### src/rtl/pixel_position_counter.sv
// Raster position generator: derives pixel column/row coordinates from
// HSYNC/VSYNC timing with an internal clock prescaler, and produces
// active-region and line/frame event strobes for the fetch and colour logic.
module pixel_position_counter #(
    parameter int PRESCALE = 8,   // clock cycles per pixel, >= 2
    parameter int H_BITS   = 6,   // width of Hcount
    parameter int V_BITS   = 6,   // width of Vcount
    parameter int H_ACTIVE = 64,  // pixels per line, <= 2**H_BITS
    parameter int V_ACTIVE = 64,  // lines per frame, <= 2**V_BITS
    parameter int SYNC_LOW = 1,   // 1 = syncs active-low, 0 = active-high
    parameter int WRAP     = 0    // 1 = Hcount wraps to 0 after last pixel
) (
    input  logic              clock,
    input  logic              reset,
    input  logic              HSYNC,
    input  logic              VSYNC,
    output logic [H_BITS-1:0] Hcount,
    output logic [V_BITS-1:0] Vcount,
    output logic              pixel_strobe,
    output logic              active,
    output logic              line_done,
    output logic              frame_done
);

    localparam int PS_W = (PRESCALE > 1) ? $clog2(PRESCALE) : 1;
    localparam logic [PS_W-1:0]   PS_LAST = PS_W'(PRESCALE - 1);
    localparam logic [H_BITS-1:0] H_LAST  = H_BITS'(H_ACTIVE - 1);
    localparam logic [V_BITS-1:0] V_LAST  = V_BITS'(V_ACTIVE - 1);

    logic [PS_W-1:0]   prescale_reg;
    logic [H_BITS-1:0] hcount_reg;
    logic [V_BITS-1:0] vcount_reg;
    logic              pixel_strobe_reg;
    logic              line_done_reg;
    logic              frame_done_reg;
    logic              frame_active_reg;
    logic              line_active_reg;
    logic              line_seen_reg;
    logic              hs_prev_reg;

    logic hs_act;
    logic vs_act;
    logic sync_act;
    logic pixel_tick;
    logic line_edge;

    // Polarity-corrected syncs; inputs are already in this clock domain.
    assign hs_act   = (SYNC_LOW != 0) ? ~HSYNC : HSYNC;
    assign vs_act   = (SYNC_LOW != 0) ? ~VSYNC : VSYNC;
    assign sync_act = hs_act | vs_act;

    // A pixel advances at the end of each prescaler period, only inside a live line.
    assign pixel_tick = (prescale_reg == PS_LAST) & line_active_reg &
                        frame_active_reg & ~sync_act;

    // A line only counts if at least one pixel was emitted since the last
    // line end, so blank back-porch lines are skipped. VSYNC dominates.
    assign line_edge = hs_act & ~hs_prev_reg & ~vs_act &
                       frame_active_reg & line_seen_reg;

    // Prescaler: held at zero during sync so every line starts phase-aligned.
    always_ff @(posedge clock) begin
        if (reset) begin
            prescale_reg <= '0;
        end else if (sync_act) begin
            prescale_reg <= '0;
        end else if (prescale_reg == PS_LAST) begin
            prescale_reg <= '0;
        end else begin
            prescale_reg <= prescale_reg + 1'b1;
        end
    end

    // Column counter and end-of-line latch; sync clear wins over a tick.
    always_ff @(posedge clock) begin
        if (reset) begin
            hcount_reg      <= '0;
            line_active_reg <= 1'b1;
        end else if (sync_act) begin
            hcount_reg      <= '0;
            line_active_reg <= 1'b1;
        end else if (pixel_tick) begin
            if (hcount_reg != H_LAST) begin
                hcount_reg <= hcount_reg + 1'b1;
            end else if (WRAP != 0) begin
                hcount_reg <= '0;
            end else begin
                line_active_reg <= 1'b0;
            end
        end
    end

    // Pixel strobe lines up with the cycle the new column value appears.
    always_ff @(posedge clock) begin
        if (reset) begin
            pixel_strobe_reg <= 1'b0;
        end else begin
            pixel_strobe_reg <= pixel_tick;
        end
    end

    // Tracks whether the current line has produced any pixel yet.
    always_ff @(posedge clock) begin
        if (reset) begin
            line_seen_reg <= 1'b0;
        end else if (vs_act || line_edge) begin
            line_seen_reg <= 1'b0;
        end else if (pixel_tick) begin
            line_seen_reg <= 1'b1;
        end
    end

    // HSYNC edge history, stored as the polarity-corrected level.
    always_ff @(posedge clock) begin
        if (reset) begin
            hs_prev_reg <= 1'b0;
        end else begin
            hs_prev_reg <= hs_act;
        end
    end

    // Row counter and frame state; VSYNC restarts the frame, and an early
    // VSYNC simply aborts the running frame without any done strobe.
    always_ff @(posedge clock) begin
        if (reset) begin
            vcount_reg       <= '0;
            frame_active_reg <= 1'b0;
        end else if (vs_act) begin
            vcount_reg       <= '0;
            frame_active_reg <= 1'b1;
        end else if (line_edge) begin
            if (vcount_reg != V_LAST) begin
                vcount_reg <= vcount_reg + 1'b1;
            end else begin
                frame_active_reg <= 1'b0;
            end
        end
    end

    // Line/frame event strobes, one cycle each, registered.
    always_ff @(posedge clock) begin
        if (reset) begin
            line_done_reg  <= 1'b0;
            frame_done_reg <= 1'b0;
        end else begin
            line_done_reg  <= line_edge;
            frame_done_reg <= line_edge & (vcount_reg == V_LAST);
        end
    end

    assign Hcount       = hcount_reg;
    assign Vcount       = vcount_reg;
    assign pixel_strobe = pixel_strobe_reg;
    assign line_done    = line_done_reg;
    assign frame_done   = frame_done_reg;
    assign active       = line_active_reg & frame_active_reg & ~sync_act;

endmodule

### config.mk
export PLATFORM = sky130hd
export DESIGN_NAME = pixel_position_counter
export DESIGN_NICKNAME = d
export VERILOG_FILES = /design/src/rtl/pixel_position_counter.sv
export SDC_FILE = /design/constraint.sdc
export NUM_CORES = 1
export LEC_CHECK = 0
export CORE_MARGIN = 4
export CORE_UTILIZATION = 40
export CTS_CLUSTER_DIAMETER = 120
export DETAILED_ROUTE_END_ITERATION = 8
export PLACE_DENSITY = 0.68
export SYNTH_ARGS = -nofsm -noshare
export SYNTH_HDL_FRONTEND = slang
export SYNTH_SLANG_ARGS = --single-unit
### constraint.sdc
create_clock -name clock -period 3 [get_ports clock]
set_input_delay 0.45 -clock clock [delete_from_list [all_inputs] [get_ports clock]]
set_output_delay 0.45 -clock clock [all_outputs]
set_load 0.05 [all_outputs]
=== Word-level counts from Yosys, hierarchy flattened ===
Cells that the tools add are included.

* Bits in registers: 22
* Bits of input ports: 4

* $add $sub $neg: 3
* Bitwise operators: 16
* Eq/ne operators: 6
* Reductions and logical operators: 9
* Muxes and demuxes: 3

{| class="wikitable"
|+ Operators by type and width
! kind !! number
|-
| adder 6 x 1 -> 6 bit (second input constant) || 2
|-
| != test 6 bit (second input constant) || 2
|-
| bitwise AND 1 bit || 10
|-
| AND reduction 2 bit || 4
|-
| equality test 6 bit (second input constant) || 1
|-
| OR reduction 2 bit || 3
|-
| inverter 1 bit || 5
|-
| adder 3 x 1 -> 3 bit (second input constant) || 1
|-
| equality test 3 bit (second input constant) || 1
|-
| 2-to-1 mux 1 bit || 3
|-
| OR reduction 3 bit || 1
|-
| != test 2 x 1 -> 1 bit (second input constant) || 1
|-
| != test 2 bit (second input constant) || 1
|-
| logical OR 1 bit || 1
|-
| bitwise OR 1 bit || 1
|}

=== Logic depth before layout (Yosys ltp) ===
Gate-level depths: netlist of run 1.

* Depth after elaboration: 7
* Depth in mapped cells: 5
* Gate-level depth less buffers: 5

=== Worst setup path after synthesis of run 1 ===
No wires, ideal clock.

* Path kind: register -> register
* Start: register vcount_reg[0] (netlist: Vcount[0])
* End: register vcount_reg[1] (netlist: Vcount[1])
* Arrival: 1600 ps
* Library setup time: 120 ps
* Path buffers: 0
* Stages on the path, launching flop included: 6
* Required time: 2880 ps
* Period minus slack after synthesis: 1720 ps
* Slack: 1280 ps
* Path through: dfxtp_1 > ha_1 > nand3_1 > o211ai_4 > mux2i_1 > nor2_1

* Longest elaborated chain between the ends: 2

{| class="wikitable"
|+ Ends and longest elaborated chain
! element !! RTL line !! text
|-
| from (decl) || 32 || <nowiki>logic [V_BITS-1:0] vcount_reg;</nowiki>
|-
| from (signal assigned) || 133 || <nowiki>vcount_reg <= vcount_reg + 1'b1;</nowiki>
|-
| branches (longest 2 deep; another with adder 6 x 1 -> 6 bit) || - ||
|}

Several ways; the timed one is not identified.
A chain may end at the register's enable or synchronous reset.

=== Worst setup path in the final report of run 1 ===
* Start: input port VSYNC
* End: output port active

* Longest elaborated chain between the ends: 4

{| class="wikitable"
|+ Ends and longest elaborated chain
! element !! RTL line !! text
|-
| from (decl) || 16 || <nowiki>input logic VSYNC,</nowiki>
|-
| inverter 1 bit (no line) || - ||
|-
| bitwise OR 1 bit || 50 || <nowiki>assign sync_act = hs_act | vs_act;</nowiki>
|-
| inverter 1 bit || 156 || <nowiki>assign active = line_active_reg & frame_active_reg & ~sync_act;</nowiki>
|-
| bitwise AND 1 bit || 156 ||
|-
| to (decl) || 20 || <nowiki>output logic active,</nowiki>
|}

No other way between the ends.

==> results of run 1 <==
[worst reg2reg max path: stages (launching register included)]
cell and delay, ps:
dfxtp_1 370, ha_1 150, ha_1 310, nand2_1 210, or3_1 350, a21oi_1 140
[cell families after synthesis]
logic type	share of synthesized area
compound gates	0.170
xor+xnor	0.0189
fa+ha+maj	0.0539
buf+inv	0.0162
flops	0.474
mux	0.0216
simple gates	0.245
[per-layer routing]
layer / GRT usage / vias up / routed length (µm)
li1: - / 394 / -
met1: 0.165 / 357 / 826
met2: 0.175 / 16 / 782
met3: 0.0348 / 6 / 93
met4: 0.0881 / 0 / 54
met5: 0 / - / 0
[Yosys cell counts, types with 2 or more instances]
library cell | count | area share
nor2_1 | 8 | 0.032
mux2i_1 | 2 | 0.022
xor2_1 | 2 | 0.019
o211ai_4 | 2 | 0.046
nor3_1 | 3 | 0.016
o31ai_1 | 2 | 0.016
dfxtp_1 | 22 | 0.47
or3_1 | 4 | 0.027
ha_1 | 4 | 0.054
o21ai_0 | 5 | 0.027
nand3_1 | 6 | 0.032
a21oi_1 | 7 | 0.038
nor3b_1 | 3 | 0.024
clkbuf_1 | 2 | 0.0081
nand2_1 | 8 | 0.032
inv_1 | 2 | 0.0081
[per-stage QoR]
stage | instances | worst slack, ps
2_1_floorplan | 96 | 1280
3_3_place_gp | 141 | 459
3_5_place_dp | 141 | 443
4_1_cts | 145 | 434
5_1_grt | 145 | 399
6_report | 145 | 430
[cell type report]
class	instances	area (µm²)	area share
Multi-Input combinational cell	70	473	0.395
Tap cell	28	35.0	0.0292
Clock inverter	1	30.0	0.0251
Sequential cell	22	440	0.367
Clock buffer	3	22.5	0.0188
Inverter	2	7.51	0.00626
Timing Repair Buffer	19	190	0.159
[power groups by stage]
| stage | logic (mW) | registers [mW] | clock network (mW) |
|---|---|---|---|
| finish | 0.0167 | 0.297 | 0.223 |
| global route | 0.0185 | 0.298 | 0.244 |
| CTS | 0.0168 | 0.297 | 0.230 |
| detailed placement | 0.0167 | 0.303 | 0 |
| global placement | 0.0164 | 0.303 | 0 |
| floorplan | 0.00966 | 0.303 | 0 |
[worst min path at each step]
stage	to	slack [ps]	depth (start not counted)
after floorplan	prescale_reg[0]	410	1
after global placement	prescale_reg[0]	420	1
after detailed placement	line_active_reg	450	2
after CTS	line_active_reg	470	2
after global routing	prescale_reg[0]	490	1
final	line_active_reg	470	2
==> flow_metrics.env, run 1 <==
export IMPL_status="complete, no violations"
export IMPL_overflow=0
export IMPL_synthesis_area_um2=928
export IMPL_final_common_cell="dfxtp_1"
export IMPL_rsz0062_at_grt="no"
export IMPL_fin_crit_ps=2570
export IMPL_timing_critical_path_to_type="output pin"
export IMPL_firstDrtPassIters=4
export IMPL_ctsResizeCount=0
export IMPL_synth_fp_nets=104
export IMPL_io_pins=20
export IMPL_die_w_um=56.2
export IMPL_initial_utilization=0.420
export IMPL_switching_power_uw=99.1
export IMPL_p_int_uw=437
export IMPL_critPathRequiredTime_ps=2550
export IMPL_startpoint="VSYNC"
export IMPL_cpMostUsedCell="clkdlybuf4s50_1"
export IMPL_die_area_um2=3160
export IMPL_maxCapViolCount=0
export IMPL_cts_root_buf="clkbuf_4"
export IMPL_slew_viol_final=0
export IMPL_reg2reg_from="prescale_reg[0]"
export IMPL_min_path_type="reg -> reg"
export IMPL_power_uw=536
export IMPL_dpl_cell_area_um2=1150
export IMPL_power_density_nw_per_um2=447
export IMPL_finalCoreUtilization=0.542
export IMPL_wl_mm=1.76
export IMPL_critPathCapture="active"
export IMPL_slew_headroom=0.667
export IMPL_hold_path_startpoint="line_active_reg"
export IMPL_critPathBufInv=2
export IMPL_cts_max_level=1
export IMPL_clkPwrFrac=0.415
export IMPL_grt_first_pass_wirelength_mm=3.16
export IMPL_p_sw_frac=0.185
export IMPL_ant_nets=0
export IMPL_chipHeight_um=56.2
export IMPL_cpPeakStageDelay_ps=820
export IMPL_ys_types=30
export IMPL_rows=17
export IMPL_ys_seq_elements=22
export IMPL_post_cts_buffers=0
export IMPL_cts_reportedPaths_clkPinSlew_ps=110
export IMPL_cts_sinks=22
export IMPL_finalSetupViolCount=0
export IMPL_syn2layout_area_growth_pct=29.1
export IMPL_port_buffers=19
export IMPL_seq_area_frac_synth=0.474
export IMPL_design_area_um2=1200
export IMPL_hold_violations=0
export IMPL_syn_inst=96
export IMPL_drtIter0Drc=19
export IMPL_synth_ff_type="dfxtp_1"
export IMPL_drive_above_1_share=0.0769
export IMPL_synth_edf_count=0
export IMPL_cp_depth=3
export IMPL_p_leak_nw=0.410
export IMPL_coreArea_um2=2210
export IMPL_timing_final_crit_share=0.857
export IMPL_whs_ps=472
export IMPL_fin_tns_setup_ps=0
export IMPL_fin_skew_ps=8.70
export IMPL_cts_buffer_depth=2
export IMPL_antenna_found_initial=0
export IMPL_critPathMaxFanout=5
export IMPL_via_per_inst=5.33
export IMPL_p_comb_frac=0.031
export IMPL_peakVddDrop_mv=0.231
export IMPL_first_global_vias=732
export IMPL_layout_nets=126
export IMPL_r2r_end="Hcount[2]"
export IMPL_mostFrequentLayoutCells="dfxtp_1 (22), clkdlybuf4s50_1 (19), nand2_1 (8), nor2_1 (8), a21oi_1 (7)"
export IMPL_timing_fmax_mhz=389
export IMPL_vias=773
export IMPL_path_cells="clkdlybuf4s50_1 > and4_2 > clkdlybuf4s50_1"
export IMPL_numCtsBuffers=3
export IMPL_clk_insertion_delay_late_ps=310
export IMPL_fillers=220
export IMPL_hold_buffers=0
export IMPL_async_flop_share=0
export IMPL_dp_hpwl_mm=1.36
export IMPL_grt_max_degree=14
export IMPL_post_drt_wl_per_cell_um=12.1
export IMPL_tightest_slew_ps=499
export IMPL_cp_start_kind="input port"
export IMPL_tritoncts="yes"
export IMPL_slowest_stage="clkdlybuf4s50_1"
export IMPL_avgSynthCellArea_um2=9.67
export IMPL_track_usage=0.126
export IMPL_reg2regPathDepth=5
export IMPL_critPathKind="in -> out"
export IMPL_ys_warn_count=0
export IMPL_seq_power_share=0.554
export IMPL_crit_family="buffers and inverters"
export IMPL_antenna_cells=0
export IMPL_arrival_ps=2120
export IMPL_gp_congestion=0.776
export IMPL_drc=0
export IMPL_reg2reg_slack_ps=1420
(Power assumes the default switching activity.)
==> inputs of run 2 (changes only) <==
--- a/config.mk
+++ b/config.mk
@@ -7,3 +7,2 @@
 export LEC_CHECK = 0
-export CORE_MARGIN = 4
 export CORE_UTILIZATION = 40
==> constraint.sdc (replaced) <==
create_clock -name clock -period 3 [get_ports clock]
set_input_delay 0.75 -clock clock [delete_from_list [all_inputs] [get_ports clock]]
set_output_delay 0.75 -clock clock [all_outputs]
set_load 0.05 [all_outputs]
==> flow_metrics.env, run 2 (synthesis gave the netlist of run 1 again) <==
export IMPL_status="complete, no violations"
export IMPL_cts_max_level=1
export IMPL_overflow=0
export IMPL_die_area_um2=2520
export IMPL_hold_violations=0
export IMPL_antenna_found_initial=0
export IMPL_cp_start_kind="input port"
export IMPL_seq_power_share=0.675
export IMPL_mostFrequentLayoutCells="dfxtp_1 (22), clkdlybuf4s50_1 (18), nand2_1 (8), nor2_1 (8), a21oi_1 (7)"
export IMPL_post_cts_buffers=0
export IMPL_dp_hpwl_mm=1.22
export IMPL_cts_root_buf="clkbuf_4"
export IMPL_rsz0062_at_grt="no"
export IMPL_p_leak_nw=0.401
export IMPL_firstDrtPassIters=4
export IMPL_timing_fmax_mhz=395
export IMPL_p_comb_frac=0.041
export IMPL_ctsResizeCount=0
export IMPL_critPathMaxFanout=5
export IMPL_coreArea_um2=2190
export IMPL_numCtsBuffers=3
export IMPL_min_path_type="reg -> reg"
export IMPL_via_per_inst=5.33
export IMPL_power_density_nw_per_um2=373
export IMPL_initial_utilization=0.424
export IMPL_antenna_cells=0
export IMPL_slew_viol_final=0
export IMPL_wl_mm=1.64
export IMPL_fin_skew_ps=6.87
export IMPL_slowest_stage="clkdlybuf4s50_1"
export IMPL_timing_final_crit_share=0.843
export IMPL_grt_first_pass_wirelength_mm=2.96
export IMPL_post_drt_wl_per_cell_um=11.4
export IMPL_peakVddDrop_mv=0.194
export IMPL_drive_above_1_share=0.0776
export IMPL_fin_crit_ps=2530
export IMPL_drtIter0Drc=8
export IMPL_critPathKind="in -> out"
export IMPL_slew_headroom=0.666
export IMPL_fillers=208
export IMPL_p_int_uw=349
export IMPL_path_cells="clkdlybuf4s50_1 > and4_2 > buf_12"
export IMPL_track_usage=0.155
export IMPL_chipHeight_um=50.2
export IMPL_p_sw_frac=0.205
export IMPL_gp_congestion=0.769
export IMPL_timing_critical_path_to_type="output pin"
export IMPL_cpPeakStageDelay_ps=530
export IMPL_grt_max_degree=12
export IMPL_rows=17
export IMPL_ant_nets=0
export IMPL_finalSetupViolCount=0
export IMPL_die_w_um=50.2
export IMPL_clk_insertion_delay_late_ps=290
export IMPL_tritoncts="yes"
export IMPL_drc=0
export IMPL_vias=768
export IMPL_critPathRequiredTime_ps=2250
export IMPL_syn2layout_area_growth_pct=27.0
export IMPL_clkPwrFrac=0.284
export IMPL_cts_buffer_depth=2
export IMPL_switching_power_uw=89.9
export IMPL_port_buffers=19
export IMPL_tightest_slew_ps=499
export IMPL_layout_nets=126
export IMPL_power_uw=439
export IMPL_fin_tns_setup_ps=0
export IMPL_first_global_vias=694
export IMPL_final_common_cell="dfxtp_1"
export IMPL_cts_reportedPaths_clkPinSlew_ps=100
export IMPL_cts_sinks=22
export IMPL_io_pins=20
export IMPL_hold_buffers=0
export IMPL_maxCapViolCount=0
export IMPL_arrival_ps=1780
## run 2: final cells by class
cell class | count | area (µm²) | share of cell area
clock buffers | 3 | 22.5 | 0.0191
flip-flops and latches | 22 | 440 | 0.374
repair buffers | 19 | 200 | 0.170
well taps | 28 | 35.0 | 0.0297
inverters | 2 | 7.51 | 0.00637
multi-input cells | 70 | 473 | 0.401
## run 2: path summary, 6_finish.rpt
kind,endpoint,from,slack [ps],cells after the start
worst max-delay path,active,VSYNC,470,3
worst min-delay path,prescale_reg[0],prescale_reg[0],450,1
worst max register to register,Vcount[5],Vcount[0],1420,5
worst min register to register,prescale_reg[0],prescale_reg[0],450,1
## run 2: per-stage QoR
step	cells	instance area (µm²)	util	setup WS, ps	hold slack, ps
after floorplan	96	928	-	1060	408
after global placement	141	1160	0.528	493	417
after detailed placement	141	1160	0.528	477	440
after CTS	144	1180	0.538	468	456
after global routing	144	1180	0.538	415	487
final	144	1180	0.538	470	448
## run 2: worst max-delay path: cells and delay by family
kind | cells | cell delay [ps]
buffers and inverters | 2 | 690
AND/OR/NAND/NOR | 1 | 340
## run 2: power by group through the flow
stage	clock [mW]	combinational, mW	sequential [mW]
floorplan	0	0.00966	0.303
global placement	0	0.0178	0.303
detailed placement	0	0.0179	0.303
CTS	0.133	0.0181	0.296
global route	0.143	0.0198	0.297
finish	0.125	0.0179	0.296
## run 2: routing by layer
layer | part of all wire | wire length (µm) | global-route usage | up-vias
li1 | - | - | - | 392
met3 | 0.048 | 78 | 0.0273 | 2
met4 | 0.010 | 17 | 0.0857 | 0
met2 | 0.44 | 719 | 0.224 | 18
met1 | 0.50 | 820 | 0.216 | 356
met5 | 0 | 0 | 0 | -
==> inputs of run 3 (changes only) <==
- PLACE_DENSITY: 0.68 -> 0.71
- clock period: 3 -> 2.2 ns (I/O delays scaled with it)
==> flow_metrics.env, run 3 (synthesis gave the netlist of run 1 again) <==
export IMPL_dpl_cell_area_um2=1170
export IMPL_min_to="prescale_reg[0]"
export IMPL_numCtsBuffers=3
export IMPL_setup_ws_ps=79.8
export IMPL_initial_utilization=0.424
export IMPL_cpPeakStageDelay_ps=830
export IMPL_track_usage=0.157
export IMPL_slowest_stage="clkdlybuf4s50_1"
export IMPL_reg2reg_slack_ps=650
export IMPL_via_per_inst=5.39
export IMPL_reg2regPathDepth=5
export IMPL_coreArea_um2=2190
export IMPL_whs_ps=446
export IMPL_status="complete, no violations"
export IMPL_slew_viol_final=0
export IMPL_drive_above_1_share=0.101
export IMPL_timing_fmax_mhz=472
export IMPL_finalSetupViolCount=0
export IMPL_final_common_cell="dfxtp_1"
export IMPL_cts_reportedPaths_clkPinSlew_ps=120
export IMPL_firstDrtPassIters=4
export IMPL_post_drt_wl_per_cell_um=11.8
export IMPL_drtIter0Drc=16
export IMPL_timing_critical_path_to_type="output pin"
export IMPL_hold_path_startpoint="prescale_reg[0]"
export IMPL_cts_sinks=22
export IMPL_design_area_um2=1210
export IMPL_peakVddDrop_mv=0.280
export IMPL_syn2layout_area_growth_pct=30.3
export IMPL_drc=0
export IMPL_port_buffers=19
export IMPL_tightest_slew_ps=507
export IMPL_hold_depth=1
export IMPL_maxCapViolCount=0
export IMPL_arrival_ps=1570
export IMPL_die_w_um=50.2
export IMPL_r2r_end="Hcount[2]"
export IMPL_cts_buffer_depth=2
export IMPL_chipHeight_um=50.2
export IMPL_critPathBufInv=1
export IMPL_overflow=0
export IMPL_clk_insertion_delay_late_ps=300
export IMPL_cts_max_level=1
export IMPL_timing_final_crit_share=0.964
export IMPL_cp_start_kind="register"
export IMPL_vias=792
export IMPL_io_pins=20
export IMPL_ant_nets=0
export IMPL_power_density_nw_per_um2=538
export IMPL_layout_nets=128
export IMPL_reg2reg_from="prescale_reg[0]"
export IMPL_hold_buffers=0
export IMPL_critPathRequiredTime_ps=1650
export IMPL_rows=17
export IMPL_fin_crit_ps=2120
export IMPL_crit_family="buffers and inverters"
export IMPL_grt_max_degree=13
export IMPL_fillers=202
export IMPL_fin_skew_ps=3.39
export IMPL_path_cells="clkdlybuf4s50_1"
export IMPL_p_leak_nw=0.436
export IMPL_antenna_found_initial=0
export IMPL_mostFrequentLayoutCells="dfxtp_1 (22), clkdlybuf4s50_1 (17), nand2_1 (8), nor2_1 (8), a21oi_1 (7)"
export IMPL_rsz0062_at_grt="no"
export IMPL_gp_congestion=0.761
export IMPL_critPathKind="reg -> out"
export IMPL_fin_tns_setup_ps=0
export IMPL_critPathMaxFanout=6
export IMPL_cts_root_buf="clkbuf_4"
export IMPL_ctsResizeCount=0
export IMPL_hold_violations=0
export IMPL_die_area_um2=2520
export IMPL_min_path_type="reg -> reg"
export IMPL_tritoncts="yes"
export IMPL_first_global_vias=688
export IMPL_grt_first_pass_wirelength_mm=2.92
export IMPL_post_cts_buffers=0
export IMPL_pre_cts_slack_ps=66.7
export IMPL_dp_hpwl_mm=1.36
export IMPL_antenna_cells=0
export IMPL_wl_mm=1.73
export IMPL_slew_headroom=0.661
run 3: area by class of cell:
class                           count  area, µm²  area share
Multi-Input combinational cell     70        473       0.391
Sequential cell                    22        440       0.364
Timing Repair Buffer               21        218       0.180
Clock buffer                        4       36.3      0.0300
Tap cell                           28       35.0      0.0290
Inverter                            2       7.51     0.00620
run 3: metrics by stage:
step / utilization / total power [mW] / cells
2_1_floorplan: - / 0.426 / 96
3_3_place_gp: 0.535 / 0.439 / 143
3_5_place_dp: 0.535 / 0.440 / 143
4_1_cts: 0.551 / 0.660 / 147
5_1_grt: 0.552 / 0.683 / 147
6_report: 0.552 / 0.651 / 147
run 3: worst max path at each step:
stage,startpoint,endpoint,slack [ps],cells after the start
floorplan,Vcount[0],Vcount[1],480,5
global placement,HSYNC,Hcount[5],110,5
detailed placement,HSYNC,Hcount[5],70,5
CTS,Vcount[4],Vcount[4],70,1
global route,Hcount[2],Hcount[2],6,1
finish,Hcount[2],Hcount[2],80,1
run 3: per-layer routing:
metal | global-route usage | up-vias | part of all wire
met4 | 0.0857 | 0 | 0.020
li1 | - | 397 | -
met3 | 0.0273 | 4 | 0.037
met5 | 0 | - | 0
met1 | 0.194 | 375 | 0.47
met2 | 0.256 | 16 | 0.47
run 3: where the power goes:
group          internal [mW]  total, mW  switching (mW)
clock network          0.101      0.221           0.120
registers              0.401      0.405         0.00316
logic                 0.0124     0.0258          0.0134
